### config.mk
export PLATFORM = sky130hd
export DESIGN_NAME = bcd_to_binary_decoder
export DESIGN_NICKNAME = d
export VERILOG_FILES = /design/src/rtl/bcd_to_binary_decoder_pkg.sv /design/src/rtl/bcd_to_binary_decoder_nibble_adjust.sv /design/src/rtl/bcd_to_binary_decoder.sv
export SDC_FILE = /design/constraint.sdc
export NUM_CORES = 1
export LEC_CHECK = 0
export ABC_CLOCK_PERIOD_IN_PS = 2100
export CAP_MARGIN = 20
export CORE_MARGIN = 4
export CORE_UTILIZATION = 52
export DETAILED_ROUTE_END_ITERATION = 7
export PLACE_DENSITY = 0.88
export SETUP_SLACK_MARGIN = 0.15
export SLEW_MARGIN = 20
export SYNTH_ARGS = -nofsm -noshare
export SYNTH_HDL_FRONTEND = slang
export SYNTH_SLANG_ARGS = --single-unit
export TNS_END_PERCENT = 100
### constraint.sdc
create_clock -name clk_in -period 2.1 [get_ports clk_in]
set_input_delay 0.42 -clock clk_in [delete_from_list [all_inputs] [get_ports clk_in]]
set_output_delay 0.42 -clock clk_in [all_outputs]
set_load 0.005 [all_outputs]
### src/rtl/bcd_to_binary_decoder_pkg.sv
// Shared definitions for the BCD-to-binary decoder: default sizing, FSM
// encoding and the reverse double-dabble adjust constants.
package bcd_to_binary_decoder_pkg;

    localparam int DEFAULT_DIGITS = 2;

    typedef enum logic [1:0] {
        ST_IDLE = 2'd0,
        ST_CONV = 2'd1,
        ST_DONE = 2'd2
    } state_t;

    localparam logic [3:0] ADJ_THRESHOLD  = 4'd8;
    localparam logic [3:0] ADJ_CORRECTION = 4'd3;

    // Smallest width w such that 10^digits - 1 fits, i.e. 2^w >= 10^digits.
    function automatic int min_bin_w(input int digits);
        longint limit;
        int     w;
        limit = 64'd1;
        for (int i = 0; i < digits; i++) begin
            limit = limit * 64'd10;
        end
        w = 0;
        while ((64'd1 << w) < limit) begin
            w = w + 1;
        end
        return w;
    endfunction

endpackage

### src/rtl/bcd_to_binary_decoder_nibble_adjust.sv
// One BCD nibble correction step of reverse double-dabble: a nibble that
// received a shifted-in tens bit (value >= 8) is reduced by 3.
module bcd_nibble_adjust
    import bcd_to_binary_decoder_pkg::*;
(
    input  logic [3:0] nibble,
    output logic [3:0] adjusted
);

    // Nibble-local subtract; no borrow crosses into neighbouring digits.
    always_comb begin
        adjusted = nibble;
        if (nibble >= ADJ_THRESHOLD) begin
            adjusted = nibble - ADJ_CORRECTION;
        end else begin
            adjusted = nibble;
        end
    end

endmodule

### src/rtl/bcd_to_binary_decoder.sv
// Sequential packed-BCD to binary converter behind a start/done handshake.
// Illegal digits (> 9) complete immediately with err set and a zero result.
module bcd_to_binary_decoder
    import bcd_to_binary_decoder_pkg::*;
#(
    parameter int DIGITS = DEFAULT_DIGITS,
    parameter int BIN_W  = min_bin_w(DIGITS)
) (
    input  logic                  clk_in,
    input  logic                  reset,
    input  logic                  start,
    input  logic [4*DIGITS-1:0]   bcd_in,
    output logic                  ready,
    output logic                  busy,
    output logic                  done,
    output logic                  err,
    output logic [BIN_W-1:0]      bin_out
);

    localparam int WORK_W = 4*DIGITS + BIN_W;
    localparam int STEP_W = $clog2(BIN_W + 1);

    if (BIN_W < min_bin_w(DIGITS)) begin : g_bad_bin_w
        $error("BIN_W too small to hold the largest DIGITS-digit BCD value");
    end

    state_t              state_r;
    logic [WORK_W-1:0]   work_r;
    logic [WORK_W-1:0]   shifted_s;
    logic [WORK_W-1:0]   work_next_s;
    logic [STEP_W-1:0]   step_r;
    logic [DIGITS-1:0]   digit_bad_s;
    logic                ready_r;
    logic                busy_r;
    logic                done_r;
    logic                err_r;
    logic [BIN_W-1:0]    bin_out_r;

    assign shifted_s                = work_r >> 1;
    assign work_next_s[BIN_W-1:0]   = shifted_s[BIN_W-1:0];

    for (genvar g = 0; g < DIGITS; g++) begin : g_digit
        bcd_nibble_adjust u_adjust (
            .nibble   (shifted_s[BIN_W + 4*g +: 4]),
            .adjusted (work_next_s[BIN_W + 4*g +: 4])
        );
        assign digit_bad_s[g] = (bcd_in[4*g +: 4] > 4'd9);
    end

    // Handshake FSM, conversion datapath and registered outputs.
    always_ff @(posedge clk_in or posedge reset) begin
        if (reset) begin
            state_r   <= ST_IDLE;
            work_r    <= '0;
            step_r    <= '0;
            ready_r   <= 1'b1;
            busy_r    <= 1'b0;
            done_r    <= 1'b0;
            err_r     <= 1'b0;
            bin_out_r <= '0;
        end else begin
            case (state_r)
                ST_IDLE: begin
                    if (start) begin
                        ready_r <= 1'b0;
                        if (|digit_bad_s) begin
                            state_r   <= ST_DONE;
                            done_r    <= 1'b1;
                            err_r     <= 1'b1;
                            bin_out_r <= '0;
                        end else begin
                            state_r <= ST_CONV;
                            work_r  <= {bcd_in, {BIN_W{1'b0}}};
                            step_r  <= '0;
                            busy_r  <= 1'b1;
                        end
                    end
                end
                ST_CONV: begin
                    work_r <= work_next_s;
                    step_r <= step_r + STEP_W'(1);
                    // The final step's shifted low bits are the binary result.
                    if (step_r == STEP_W'(BIN_W - 1)) begin
                        state_r   <= ST_DONE;
                        bin_out_r <= work_next_s[BIN_W-1:0];
                        err_r     <= 1'b0;
                        done_r    <= 1'b1;
                        busy_r    <= 1'b0;
                    end
                end
                ST_DONE: begin
                    state_r <= ST_IDLE;
                    done_r  <= 1'b0;
                    ready_r <= 1'b1;
                end
                default: begin
                    state_r <= ST_IDLE;
                    ready_r <= 1'b1;
                    busy_r  <= 1'b0;
                    done_r  <= 1'b0;
                end
            endcase
        end
    end

    assign ready   = ready_r;
    assign busy    = busy_r;
    assign done    = done_r;
    assign err     = err_r;
    assign bin_out = bin_out_r;

endmodule

==> impl_metrics.json <==
{
  "status": "finished clean",
  "area_delta_synth_final_pct": 21.1,
  "finalSetupViolCount": 0,
  "fin_setup_tns_ps": 0,
  "drive_above_1_share": 0.148,
  "synth_seq_cells": 30,
  "ys_seq_area_frac": 0.525,
  "drv_cap": 0,
  "clock_skew_ps": 10.8,
  "final_cell_area_sq_um": 1730,
  "synth_top_family_by_area": "compound AO/OA/AOI/OAI gates",
  "fp-row-count": 18,
  "critical_path.max_fanout": 2,
  "cts_hold_buffers": 0,
  "cts.sinks": 30,
  "cts.path.max_buffers": 2,
  "pwr_density_cell_nw_per_um2": 1360,
  "grt_max_degree": 31,
  "dieArea_sq_um": 3660,
  "synth_compound_area_frac": 0.247,
  "yosysWarnings": 0,
  "wl_per_cell_microns": 15.6,
  "syn_inst": 128,
  "mostFrequentLayoutCell": "dfrtp_1",
  "htree_levels": 2,
  "cpPeakStageDelay_ps": 540,
  "p_total_w": 0.00236,
  "grt_pass1_wl_microns": 4900,
  "cp-start-kind": "register",
  "critPathBufInv": 1,
  "synth_fa_ha_area_frac": 0.0350,
  "coreArea_sq_um": 2540,
  "ant_nets": 0,
  "start_util": 0.562,
  "grt-ovfl-total": 0,
  "rsz0062_at_grt": "no",
  "syn_area_sq_um": 1430,
  "synthMuxAreaShare": 0.0629,
  "slew_headroom": 0.615,
  "fp.dieH_microns": 60.5,
  "totalWireLength_microns": 2880,
  "ys_types": 32,
  "arrival_ps": 1350,
  "multi_input_area_sq_um": 603,
  "drt-pass1-iter-count": 4,
  "crit_required_ps": 1680,
  "place_hpwl_microns": 2090,
  "path_cells": "clkdlybuf4s50_1",
  "route.detailed.drc": 0,
  "clock_power_share": 0.148,
  "synth-edff-count": 0,
  "syn_nets": 143,
  "max_clock_freq_mhz": 565,
  "power_frac_seq": 0.436,
  "worstSetupPathType": "reg2out",
  "antenna_found_initial": 0,
  "synth_ff_type": "dfrtp_1",
  "layout_setup_ws_ps": 330,
  "cts_resized": 0,
  "crit_slowest_cell": "dfstp_2",
  "crit_path_end_kind": "output port",
  "report.final.slew_viol_count": 0,
  "antenna_cells": 0,
  "worst_pin_slew_ps": 573,
  "ios": 22,
  "finalHoldWorstSlack_ps": 472,
  "via_per_inst": 5.96,
  "post-cts-setup-buffers": 0,
  "final_cell_mix": "dfrtp_1, clkdlybuf4s50_1, o21ai_0, nand2_1, o2bb2ai_1",
  "fillers": 198,
  "cts_buffers": 5,
  "dr_total_vias": 1102,
  "synthArstFlopShare": 1.00,
  "synth_xor_area_frac": 0.0122,
  "dpl_worst_slack_ps": 10.1,
  "place_area_sq_um": 1670,
  "fin_crit_ps": 1770,
  "p_sw_frac": 0.368,
  "cpLargestDelayFamily": "flip-flops",
  "p_comb_frac": 0.416,
  "gp_congestion": 0.822,
  "seq_area_sq_um": 752,
  "nNetsFinal": 169,
  "power.leakage_nw": 0.761,
  "vdd_drop_max_mv": 0.949,
  "first_global_vias": 1057,
  "path_clk_slew_ps": 90,
  "switching_power_w": 0.000868,
  "hold_path.class": "in2async",
  "synthSimpleGateAreaFrac": 0.0647,
  "port_buffers": 21,
  "fp.dieW_microns": 60.5,
  "clk_latency_ps": 330,
  "final.period_utilization": 0.843,
  "avgSynthCellArea_sq_um": 11.2,
  "grt_usage": 0.186,
  "ctsRootBufferMaster": "clkbuf_4",
  "p_int_w": 0.00149,
  "cts_tree": "done",
  "hold_viol": 0,
  "first_iter_violations": 38
}
[worst paths after layout]
path / start / depth (start not counted) / slack [ps] / end
setup / recovery: ready / 1 / 330 / ready
hold / removal: reset / 3 / 470 / bin_out[5]
setup reg to reg: state_r[0] / 4 / 460 / work_r[13]
hold reg to reg: ready / 2 / 490 / ready
max in group asynchronous: reset / 3 / 1300 / ready
min in group clk_in: ready / 2 / 490 / ready
[synthesized netlist by cell type (3+ instances only)]
| master | count | area (sq um) |
|---|---|---|
| dfrtp_1 | 29 | 726 |
| o21ai_0 | 11 | 55.1 |
| nand2_1 | 10 | 37.5 |
| o2bb2ai_1 | 8 | 70.1 |
| a22oi_1 | 7 | 52.6 |
| inv_1 | 7 | 26.3 |
| a21oi_1 | 6 | 30.0 |
| a22o_1 | 6 | 52.6 |
| buf_2 | 4 | 20.0 |
| ha_1 | 4 | 50.1 |
| mux2_2 | 4 | 45.0 |
| mux2_4 | 3 | 45.0 |
| nor2_1 | 3 | 11.3 |
| o21ai_1 | 3 | 15.0 |
[metal layers]
| metal | vias to the layer above | global-route usage | wire [microns] |
|---|---|---|---|
| li1 | 519 | - | - |
| met1 | 539 | 0.242 | 1250 |
| met2 | 38 | 0.289 | 1410 |
| met3 | 6 | 0.0660 | 184 |
| met4 | 0 | 0.0681 | 38 |
| met5 | - | 0 | 0 |
[cell type report]
| class | count | share of cell area |
|---|---|---|
| Sequential cell | 30 | 0.434 |
| Timing Repair Buffer | 27 | 0.147 |
| Multi-Input combinational cell | 83 | 0.348 |
| Tap cell | 30 | 0.0217 |
| Clock buffer | 8 | 0.0339 |
| Inverter | 7 | 0.0152 |
[worst register-to-register path: stages (launching register included)]
cell     delay (ps)
dfrtp_1         510
nor2b_1         170
buf_4           220
mux2_2          360
mux2_4          270
[power groups by stage]
stage / Sequential (W) / Combinational (W) / Clock (W)
after floorplan: 0.000961 / 0.000748 / 0
after global placement: 0.00102 / 0.000941 / 0
after detailed placement: 0.00104 / 0.000984 / 0
after CTS: 0.00103 / 0.000994 / 0.000361
after global routing: 0.00107 / 0.00109 / 0.000394
final: 0.00103 / 0.000981 / 0.000350
[stage by stage]
step / util / std cells
2_1_floorplan: - / 128
3_3_place_gp: 0.658 / 177
3_5_place_dp: 0.658 / 177
4_1_cts: 0.681 / 185
5_1_grt: 0.681 / 185
6_report: 0.681 / 185
[flip-flops by register name (all words and copies together) (netlist names)]
register / count
done: 1
bin_out: 7
step_r: 3
work_r: 14
ready: 1
err: 1
state_r: 2
busy: 1
[cell families after synthesis]
kind of cell | Yosys count
compound gates | 50
flops | 30
simple gates | 20
buf+inv | 15
mux | 7
fa+ha+maj | 4
xor+xnor | 2
No activity file was read; power rests on OpenSTA's default activity.
==> RTL change: new RTL, config.mk and constraints unchanged <==
The package constant `DEFAULT_DIGITS` goes from 2 to 8.
--- a/src/rtl/bcd_to_binary_decoder_pkg.sv
+++ b/src/rtl/bcd_to_binary_decoder_pkg.sv
@@ -2,7 +2,7 @@
 // encoding and the reverse double-dabble adjust constants.
 package bcd_to_binary_decoder_pkg;
 
-    localparam int DEFAULT_DIGITS = 2;
+    localparam int DEFAULT_DIGITS = 8;
 
     typedef enum logic [1:0] {
         ST_IDLE = 2'd0,
Interface: changed (resized bcd_in and bin_out); port bits go from 22 to 66. No check against the original RTL was run, so the function may have changed too.
==> RTL change against the unedited design <==
- wire length increased to 3.4 times the old value
- design area grew to 3.2 times the old value
- core utilization fell by 1.7 points
- first-iteration DRC count increased to 5.3 times the old value
- critical path depth is 5 higher
- total power increased by 110%
- synthesized area grew to 3.1 times the old value
- die area grew to 2.8 times the old value
- clock power rose to 3.3 times the old value
- setup slack worse by 0.097 ns
- combinational power is 14% higher
- fmax down 5.2%
- sequential cell count increased by 66
==> RTL change: results (changes against the unedited design) <==
stage,metric,value,unit,change
placement,Placer Congestion,0.8565,,was 0.8220
critical_path,reg-to-reg endpoint,work_r[32],,was work_r[13]
critical_path,Worst Reg-to-Reg Cells,5,,was 4
route,drt first pass iters,5,,was 4
cells_and_area,post-route insts no fill,592,,was 185
clock_network,Worst-Skew Late Latency,0.36,ns,was 0.33 ns
critical_path,worst-path fanout max,38,,was 2
clock_network,H-tree level count,3,,was 2
run_status,status,"complete, no violations",,unchanged
synth,Synth Area in Compound Gates,22.89,%,was 24.65%
synth,Yosys cell types,34,,was 32
route,DR iter-0 viols,200,,was 38
route,Wirelength per Cell,16.73,um,was 15.57 um
synth,adder-cell share of the synthesized area,4.451,%,was 3.497%
placement,pre-CTS setup slack,-0.1437,ns,was 0.01012 ns
synth,synth top area cells,"dfrtp_1 53%, a22o_1 9.2%, o21ai_0 4.7%, ha_1 4.5%, nand2_1 3.6%",,"was dfrtp_1 51%, o2bb2ai_1 4.9%, o21ai_0 3.8%, a22oi_1 3.7%, a22o_1 3.7%"
cells_and_area,Largest register FFs,58,,was 14
global_routing,vias in the first global route,3397,,was 1057
placement,dpl cells,576,,was 177
route,DR vias/cell,5.760,,was 5.957
synth,Post-synth top cells,"95 x dfrtp_1, 47 x a22o_1, 43 x nand2_1",,"was 29 x dfrtp_1, 11 x o21ai_0, 10 x nand2_1"
synth,Post-Synth XOR/XNOR Area,2.726,%,was 1.224%
clock_network,# clock sinks,96,,was 30
pwr,LEAKAGE,2.528,nW,was 0.7608 nW
critical_path,WP data arrival,2.12,ns,was 1.35 ns
global_routing,largest net degree at the start of global routing,97,,was 31
RTL change: cell count changes after synthesis, moves of 15 or more:
cell     change
a22o_1      +41
dfrtp_1     +66
inv_1       +17
nand2_1     +33
nor2_1      +15
o21ai_0     +31
RTL change: worst max-delay path by stage:
stage / slack, ns / end / depth (start not counted)
floorplan: 0.47 / work_r[29] / 6
global placement: -0.14 / step_r[2] / 6
detailed placement: -0.14 / step_r[2] / 6
CTS: 0.24 / step_r[2] / 6
global route: 0.17 / work_r[28] / 7
finish: 0.23 / step_r[2] / 6
RTL change: per-layer routing:
metal / vias up / GRT usage (%) / routed length, um
met4: 0 / 7.464 / 227
met2: 109 / 31.80 / 4803
met3: 21 / 4.637 / 528
met5: - / 0 / 0
met1: 1682 / 27.64 / 4344
li1: 1598 / - / -
RTL change: logic make-up (layout without fill, tap and decap cells):
family	count (synthesis)	after routing
AND/OR/NAND/NOR	91	91
flip-flops	96	96
XOR/XNOR	14	14
adder cells (fa/ha/maj)	16	16
multiplexers	5	5
AO/OA/AOI/OAI	137	137
buffers and inverters	51	128
RTL change: cell type report:
class	count	area (um2)
multi-input cells	263	1843
clock inverters	7	58.81
flip-flops and latches	96	2404
clock buffers	9	123.9
inverters	25	97.59
fillers	609	2788
well taps	105	131.4
repair buffers	87	853.3
RTL change: through the flow:
stage	setup TNS, ns	hold slack, ns
floorplan	0	0.4482
global placement	-7.081	0.4622
detailed placement	-6.721	0.4652
CTS	0	0.4802
global route	0	0.5129
finish	0	0.4751
RTL change: power by group:
part	total, mW	switching, mW	internal (mW)
Sequential	2.59	0.413	2.18
Combinational	1.12	0.519	0.602
Clock	1.14	0.685	0.454
RTL change: tightest hold or removal path, delay by kind of cell (launching register included):
family | cells | cell delay [ns]
flip-flops | 1 | 0.39
AND/OR/NAND/NOR | 2 | 0.10
